## src/rtl/freq_meter_mc.sv

```systemverilog
// freq_meter_mc: multi-channel gated frequency meter.
// Counts rising edges of NUM_CH asynchronous square inputs over a common gate
// window, subtracts a button-controlled offset and streams one corrected count
// per channel over a valid/ready handshake.
// Optional build macro FREQ_METER_SAT_EN: edge counters saturate at all-ones
// instead of wrapping.
module freq_meter_mc #(
    parameter int NUM_CH      = 2,
    parameter int CNT_W       = 16,
    parameter int GATE_CYCLES = 50000,
    parameter int STEP        = 16
) (
    input  logic              clk,
    input  logic              reset_n,
    input  logic [NUM_CH-1:0] square_freq,
    input  logic [1:0]        freq_up_down,
    output logic [CNT_W-1:0]  meas_data,
    output logic [2:0]        meas_ch,
    output logic              meas_valid,
    input  logic              meas_ready,
    output logic              overrun,
    output logic [CNT_W-1:0]  offset
);

    localparam int               GATE_W    = (GATE_CYCLES > 2) ? $clog2(GATE_CYCLES) : 1;
    localparam logic [GATE_W-1:0] GATE_LAST = GATE_W'(GATE_CYCLES - 1);
    localparam logic [CNT_W-1:0]  CNT_MAX   = '1;
    localparam logic [CNT_W:0]    STEP_X    = (CNT_W + 1)'(STEP);
    localparam logic [2:0]        CH_LAST   = 3'(NUM_CH - 1);

    typedef enum logic {IDLE, SEND} state_t;

    // Edge counter increment: wraps by default, optionally sticks at all-ones.
    function automatic logic [CNT_W-1:0] cnt_inc(input logic [CNT_W-1:0] c);
`ifdef FREQ_METER_SAT_EN
        return (c == CNT_MAX) ? c : c + CNT_W'(1);
`else
        return c + CNT_W'(1);
`endif
    endfunction

    // Offset step up, clamped at all-ones.
    function automatic logic [CNT_W-1:0] offset_add(input logic [CNT_W-1:0] o);
        logic [CNT_W:0] sum;
        sum = {1'b0, o} + STEP_X;
        return sum[CNT_W] ? CNT_MAX : sum[CNT_W-1:0];
    endfunction

    // Offset step down, clamped at zero.
    function automatic logic [CNT_W-1:0] offset_sub(input logic [CNT_W-1:0] o);
        logic signed [CNT_W+1:0] diff;
        diff = $signed({2'b00, o}) - $signed({1'b0, STEP_X});
        return (diff < 0) ? '0 : diff[CNT_W-1:0];
    endfunction

    // Corrected count: a - b, floored at zero.
    function automatic logic [CNT_W-1:0] floor_sub(input logic [CNT_W-1:0] a,
                                                   input logic [CNT_W-1:0] b);
        logic signed [CNT_W+1:0] diff;
        diff = $signed({2'b00, a}) - $signed({2'b00, b});
        return (diff < 0) ? '0 : diff[CNT_W-1:0];
    endfunction

    logic [NUM_CH-1:0] sync_p0, sync_p1, sync_p2;
    logic [NUM_CH-1:0] rise;
    logic [1:0]        btn_prev;
    logic              up_rise, dn_rise;
    logic [GATE_W-1:0] gate;
    logic              terminal;
    logic              take;
    logic [CNT_W-1:0]  count   [NUM_CH];
    logic [CNT_W-1:0]  cnt_cur [NUM_CH];
    logic [CNT_W-1:0]  snap    [NUM_CH];
    state_t            state, state_next;
    logic [2:0]        ch_idx, ch_idx_next;

    assign rise     = sync_p1 & ~sync_p2;
    assign up_rise  = freq_up_down[1] & ~btn_prev[1];
    assign dn_rise  = freq_up_down[0] & ~btn_prev[0];
    assign terminal = (gate == GATE_LAST);
    assign take     = terminal && (state == IDLE);
    assign meas_ch  = ch_idx;

    // Two-flop synchroniser plus previous-value register for edge detection.
    always_ff @(posedge clk or negedge reset_n) begin
        if (!reset_n) begin
            sync_p0 <= '0;
            sync_p1 <= '0;
            sync_p2 <= '0;
        end else begin
            sync_p0 <= square_freq;
            sync_p1 <= sync_p0;
            sync_p2 <= sync_p1;
        end
    end

    // Gate window counter, 0..GATE_CYCLES-1 then wrap.
    always_ff @(posedge clk or negedge reset_n) begin
        if (!reset_n) begin
            gate <= '0;
        end else if (terminal) begin
            gate <= '0;
        end else begin
            gate <= gate + GATE_W'(1);
        end
    end

    // Count value including any edge seen in the current cycle.
    always_comb begin
        for (int i = 0; i < NUM_CH; i++) begin
            cnt_cur[i] = rise[i] ? cnt_inc(count[i]) : count[i];
        end
    end

    // Edge counters restart every window; snapshot only when the stream is idle.
    always_ff @(posedge clk or negedge reset_n) begin
        if (!reset_n) begin
            for (int i = 0; i < NUM_CH; i++) begin
                count[i] <= '0;
                snap[i]  <= '0;
            end
        end else begin
            for (int i = 0; i < NUM_CH; i++) begin
                count[i] <= terminal ? '0 : cnt_cur[i];
                if (take) begin
                    snap[i] <= floor_sub(cnt_cur[i], offset);
                end
            end
        end
    end

    // Sticky flag: a window ended while the previous results were still streaming.
    always_ff @(posedge clk or negedge reset_n) begin
        if (!reset_n) begin
            overrun <= 1'b0;
        end else if (terminal && (state != IDLE)) begin
            overrun <= 1'b1;
        end
    end

    // Offset register driven by button rising edges; simultaneous edges cancel.
    always_ff @(posedge clk or negedge reset_n) begin
        if (!reset_n) begin
            btn_prev <= '0;
            offset   <= '0;
        end else begin
            btn_prev <= freq_up_down;
            if (up_rise && !dn_rise) begin
                offset <= offset_add(offset);
            end else if (dn_rise && !up_rise) begin
                offset <= offset_sub(offset);
            end
        end
    end

    // Output FSM state and channel index registers.
    always_ff @(posedge clk or negedge reset_n) begin
        if (!reset_n) begin
            state  <= IDLE;
            ch_idx <= '0;
        end else begin
            state  <= state_next;
            ch_idx <= ch_idx_next;
        end
    end

    // Output FSM next state and beat outputs.
    always_comb begin
        state_next  = state;
        ch_idx_next = ch_idx;
        meas_valid  = 1'b0;
        meas_data   = '0;
        case (state)
            IDLE: begin
                if (take) begin
                    state_next  = SEND;
                    ch_idx_next = '0;
                end
            end
            SEND: begin
                meas_valid = 1'b1;
                for (int i = 0; i < NUM_CH; i++) begin
                    if (ch_idx == 3'(i)) begin
                        meas_data = snap[i];
                    end
                end
                if (meas_ready) begin
                    if (ch_idx == CH_LAST) begin
                        state_next  = IDLE;
                        ch_idx_next = '0;
                    end else begin
                        ch_idx_next = ch_idx + 3'd1;
                    end
                end
            end
            default: begin
                state_next  = IDLE;
                ch_idx_next = '0;
            end
        endcase
    end

endmodule
```

## config.mk

```make
export PLATFORM = sky130hd
export DESIGN_NAME = freq_meter_mc
export DESIGN_NICKNAME = d
export VERILOG_FILES = /design/src/rtl/freq_meter_mc.sv
export SDC_FILE = /design/constraint.sdc
export NUM_CORES = 1
export LEC_CHECK = 0
export ABC_AREA = 1
export CAP_MARGIN = 40
export CORE_ASPECT_RATIO = 0.8
export CORE_MARGIN = 1.5
export CORE_UTILIZATION = 66
export CTS_BUF_LIST = sky130_fd_sc_hd__clkbuf_16
export DETAILED_ROUTE_END_ITERATION = 12
export GPL_TIMING_DRIVEN = 0
export PLACE_DENSITY_LB_ADDON = 0.3
export RECOVER_POWER = 100
export SLEW_MARGIN = 30
export SYNTH_ARGS = -nofsm -noshare
export SYNTH_HDL_FRONTEND = slang
export SYNTH_SLANG_ARGS = --single-unit
```

## constraint.sdc

```tcl
create_clock -name clk -period 4.1 [get_ports clk]
set_clock_uncertainty 0.05 [all_clocks]
set_input_delay 0.615 -clock clk [delete_from_list [all_inputs] [get_ports clk]]
set_output_delay 0.615 -clock clk [all_outputs]
set_load 0.05 [all_outputs]
```

Word level (Yosys, flattened, before mapping)
Cells that the tools add are included.

Bitwise gates (word level): 7. $lt $le $gt $ge: 3. Equality and inequality tests: 4. Reductions and logical operators: 9. Multiplexer cells: 23. $add $sub $neg: 8.

Operators with widths (count): 16-bit two-way mux (14); 17-bit by 1-bit < comparator with 1-bit output, second input constant (3); 16-bit by 1-bit adder with 16-bit output, second input constant (3); 16-bit by 16-bit subtractor with 17-bit output (2); 16-bit by 5-bit adder with 17-bit output, second input constant (1); 16-bit by 5-bit subtractor with 17-bit output, second input constant (1); 16-bit == test, second input constant (1); 3-bit two-way mux (3); 3-bit one-hot mux with 2 select lines (1); 1-bit logical AND (4); 1-bit two-way mux (4); 2-bit inequality test, second input constant (2); 3-bit by 1-bit adder with 3-bit output, second input constant (1); 3-bit by 1-bit == test with 1-bit output, second input constant (1); 3-bit logical NOT (1); 1-bit NOT (3); 1-bit bitwise AND (2); 2-bit bitwise AND (1); 1-bit logical NOT (2); 2-bit NOT (1); 1-bit one-hot mux with 2 select lines (1); 2-bit AND reduction (1); 2-bit nonzero test (1).

Bits of input ports: 7. Register bits: 109.

Depth between registers and ports, before layout
Depth after elaboration: 6. Gate-level depth with buffers: 22. Depth with buffers taken out: 22.

Least setup slack after synthesis
No wires, ideal clock.

Path type: register to output. From: register ch_idx[2], in the netlist meas_ch[2]. To: output port meas_data[10]. Path buffers: 1. Arrival: 2.188 ns. Cell stages (with the launch flop): 7. Path slack: 1.247 ns. Data required time: 3.435 ns. Cells stage by stage: dfrtp_1 > nor2_1 > nand2_1 > clkinv_1 > buf_2 > nand2_1 > a21oi_1.

Longest elaborated chain between the ends: 4. Elaborated cells on any way between the ends: 5. Classes of those cells: eq/ne (1); mux (3); reduce/logical (1).

Ends and longest elaborated chain: start, declared (line 75) `logic [2:0] ch_idx, ch_idx_next;`; start signal, assigned (line 163) `ch_idx <= ch_idx_next;`; 3-bit logical NOT (line 183) `if (ch_idx == 3'(i)) begin`; 16-bit two-way mux (line 183); 16-bit two-way mux * (line 183); 16-bit two-way mux * (line 173) `case (state)`; end, declared (line 17) `output logic [CNT_W-1:0] meas_data,`.

Mark *: on every way between the ends. The rest lies on a longest branch, timed or not.

Worst setup path in the final report
From: register ch_idx[2], in the netlist meas_ch[2]. To: output port meas_data[9].

Same word-level chain as after synthesis.

==> results.md <==
* CTS sink cnt at 106
* ANT nets after route at 0
* PostCTS Resize Cnt at 0
* Mapped Nets at between 1000 and 1500
* DIE WIDTH at between 100 and 150 um
* Via count at between 7000 and 8000
* Failing checks: capacitance limit, slew limit
* Final setup vio count at 0
* Worst skew pair latency at roughly 360 ps
* Worst-Margin Slew at between 2000 and 3000 ps
* Die area at between 10000 and 15000 um^2
* CTS tree: yes
* CTS Buffer Depth at 2
* Die Height at around 100 um
* Final Slew Violations at between 50 and 60
* P&R area growth vs syn at 10.3%
* Post-CTS Setup Bufs at 0
* Reg clk slew, reported paths at 80 ps
* CP Launch Type: register
* Static Leakage at 4.73 nW
* Final net count at 1294
* Slew HR at -93.5%
* Fin Hold WS at slightly above 300 ps
* Kind of end point of the critical path: output port
* Fin Setup TNS at 0 ps
* RSZ-0062 raised after global routing: false
* Global-route wire length before repair at between 30000 and 40000 um
* I/O pins at between 40 and 50
* Fin crit share at 86.6%
* Crit path DAT at approximately 2900 ps
* Netlist cell types at 38
* GRT Overall Usage at ~33%
* Total Power at between 4 and 5 mW
* Core region area at between 10000 and 15000 um^2
* Total of max-cap violations at 1
* Seq/Total Area, Yosys at about a third
* Initial Utilization at approximately two thirds
* Mapped Cells at ~1200
* Ratio of cells with drive above 1 in the final layout at 3.12%
* Post-place setup slack at ~1000 ps
* Final Hold Viols at 0
* Row count at 35
* Run status: finished, violations left
* Synth Cell Area at 7890 um^2
* Flop and latch count out of synthesis at between 100 and 150
* Crit Path Class: reg2out
* # diodes at 0
* Largest net degree at the start of global routing at 57
* Vias in the first global route at between 7000 and 8000
* Antenna violations before repair at 0
* Dpl cell area at ~8500 um^2
* PnR worst setup slack at ~550 ps
* CTS H-tree lvls at 3
* DP Wirelength at around 15000 um
* Cts-stage hold buffer count at 0
* Inserted Clock Buffers at 9
* Worst IR Drop VDD at between 500 and 600 uV
* Post-Route WL at ~20000 um
* Syn Area/Cell at approximately 6.6 um^2
* Warnings, synthesis at 0
* Initial detailed-routing violation count at 703
* Design area at ~8700 um^2
* Clock root buffer: clkbuf_16
* Via density at approximately 5.4
* Hold Crit Class: reg2reg
* Pre-Repair DR Iteration Count at 5
* Routed WL per cell at around 14 um
* Port bufs at 43
* CP max FO at 10
* DRC at 0
* PwrDens at between 500 and 600 nW/um^2
* Grt ovf at 0
* Crit path time final at 3550 ps
* RD Place Congestion at around 0.94
* Peak Freq at between 0.2 and 0.3 GHz
* Worst EP required at roughly 3400 ps
-- per-stage QoR --
step | std cells | utilization [%]
2_1_floorplan | 1192 | -
3_3_place_gp | 1383 | 73.3
3_5_place_dp | 1384 | 73.6
4_1_cts | 1400 | 76.1
5_1_grt | 1400 | 75.0
6_report | 1400 | 75.0
-- state kept, by name (all words and copies together) (netlist names) --
signal    count
count        32
sync_p2       2
gate         16
overrun       1
sync_p0       2
meas_ch       3
snap         32
btn_prev      2
sync_p1       2
offset       13
state         1
-- metal layers --
| layer | part of all wire (%) | global-route usage [%] | vias to the layer above |
|---|---|---|---|
| met4 | 2.7 | 11.6 | 0 |
| met2 | 43 | 52.0 | 303 |
| met5 | 0 | 0 | - |
| met3 | 7.8 | 6.48 | 44 |
| met1 | 47 | 46.4 | 3462 |
| li1 | - | - | 3795 |
-- final timing paths --
| check | start | to | slack [ps] | cells past startpoint |
|---|---|---|---|---|
| setup / recovery | meas_ch[2] | meas_data[9] | 550 | 7 |
| hold / removal | sync_p0[1] | sync_p1[1] | 300 | 0 |
| setup reg to reg | sync_p2[0] | snap[27] | 570 | 17 |
| hold reg to reg | sync_p0[1] | sync_p1[1] | 300 | 0 |
| max in group asynchronous | reset_n | count[6] | 1220 | 1 |
| min in group asynchronous | reset_n | gate[12] | 1140 | 1 |
-- Yosys cell counts, drive strengths merged --
| cell | instances | area share (%) |
|---|---|---|
| o31ai | 1 | 0.095 |
| o21ai | 47 | 3.9 |
| nor2 | 149 | 7.5 |
| inv | 198 | 9.4 |
| nor4 | 1 | 0.079 |
| fa | 2 | 0.51 |
| or2 | 1 | 0.079 |
| nand4 | 11 | 0.87 |
| nand2 | 391 | 19 |
| and3 | 2 | 0.16 |
| a31oi | 3 | 0.24 |
| o211ai | 1 | 0.095 |
| buf | 13 | 1.1 |
| dfrtp | 106 | 34 |
| clkbuf | 8 | 0.38 |
| ha | 38 | 6.0 |
| nand3 | 82 | 5.4 |
| o32ai | 1 | 0.11 |
| clkinv | 2 | 0.095 |
| a21oi | 45 | 2.9 |
| xor2 | 31 | 3.4 |
| and2 | 7 | 0.55 |
| xnor2 | 16 | 1.8 |
| o21bai | 3 | 0.29 |
| nand3b | 12 | 1.1 |
| nor3b | 2 | 0.19 |
| nor3 | 18 | 1.1 |
| a22oi | 1 | 0.095 |
-- kinds of logic after synthesis --
family          Yosys count  synth area share (%)
buf+inv                 221                  11.0
fa+ha+maj                40                  6.53
xor+xnor                 47                  5.22
simple gates            676                  35.8
flops                   106                  33.6
compound gates          102                  7.80
-- critical path: stages, from the launching register on --
cell and delay, ps:
dfrtp_1 410, nor2_1 460, nand2_1 120, clkinv_1 170, buf_2 240, nand2_1 70
a21oi_1 160, dlygate4sd3_1 890
-- placed cells by master, fill, tap and decap left out, types with 3 or more instances in the layout --
master / netlist / layout
nand2_1: 388 / 390
nor2_1: 140 / 144
nor3_1: 18 / 18
and2_1: 7 / 6
o21ai_0: 27 / 41
buf_2: 7 / 4
nor2_2: 7 / 5
clkbuf_1: 8 / 14
a21oi_1: 43 / 44
inv_2: 5 / 3
o21ai_2: 20 / 6
buf_4: 4 / 3
ha_1: 38 / 38
xnor2_1: 16 / 16
dfrtp_1: 106 / 106
nand3_1: 80 / 82
a31oi_1: 3 / 3
dlygate4sd3_1: 0 / 41
clkbuf_16: 0 / 9
xor2_1: 31 / 31
clkinv_1: 2 / 4
nand4_1: 11 / 11
inv_1: 193 / 196
nand3b_1: 12 / 12
o21bai_1: 3 / 3
-- final cells by class --
cell class	count	area, um^2
multi-input cells	865	4270
clock inverters	7	67.6
repair buffers	44	452
clock buffers	9	225
fillers	950	2900
inverters	200	751
well taps	148	185
plain buffers	21	103
flip-flops and latches	106	2650
-- report_power, final --
part           total (mW)  internal (mW)  switching [mW]
Sequential           1.34           1.16           0.173
Clock               0.881          0.474           0.407
Combinational        2.23          0.717            1.51
Total                4.45           2.36            2.09
No activity file was read; power rests on OpenSTA's default activity.
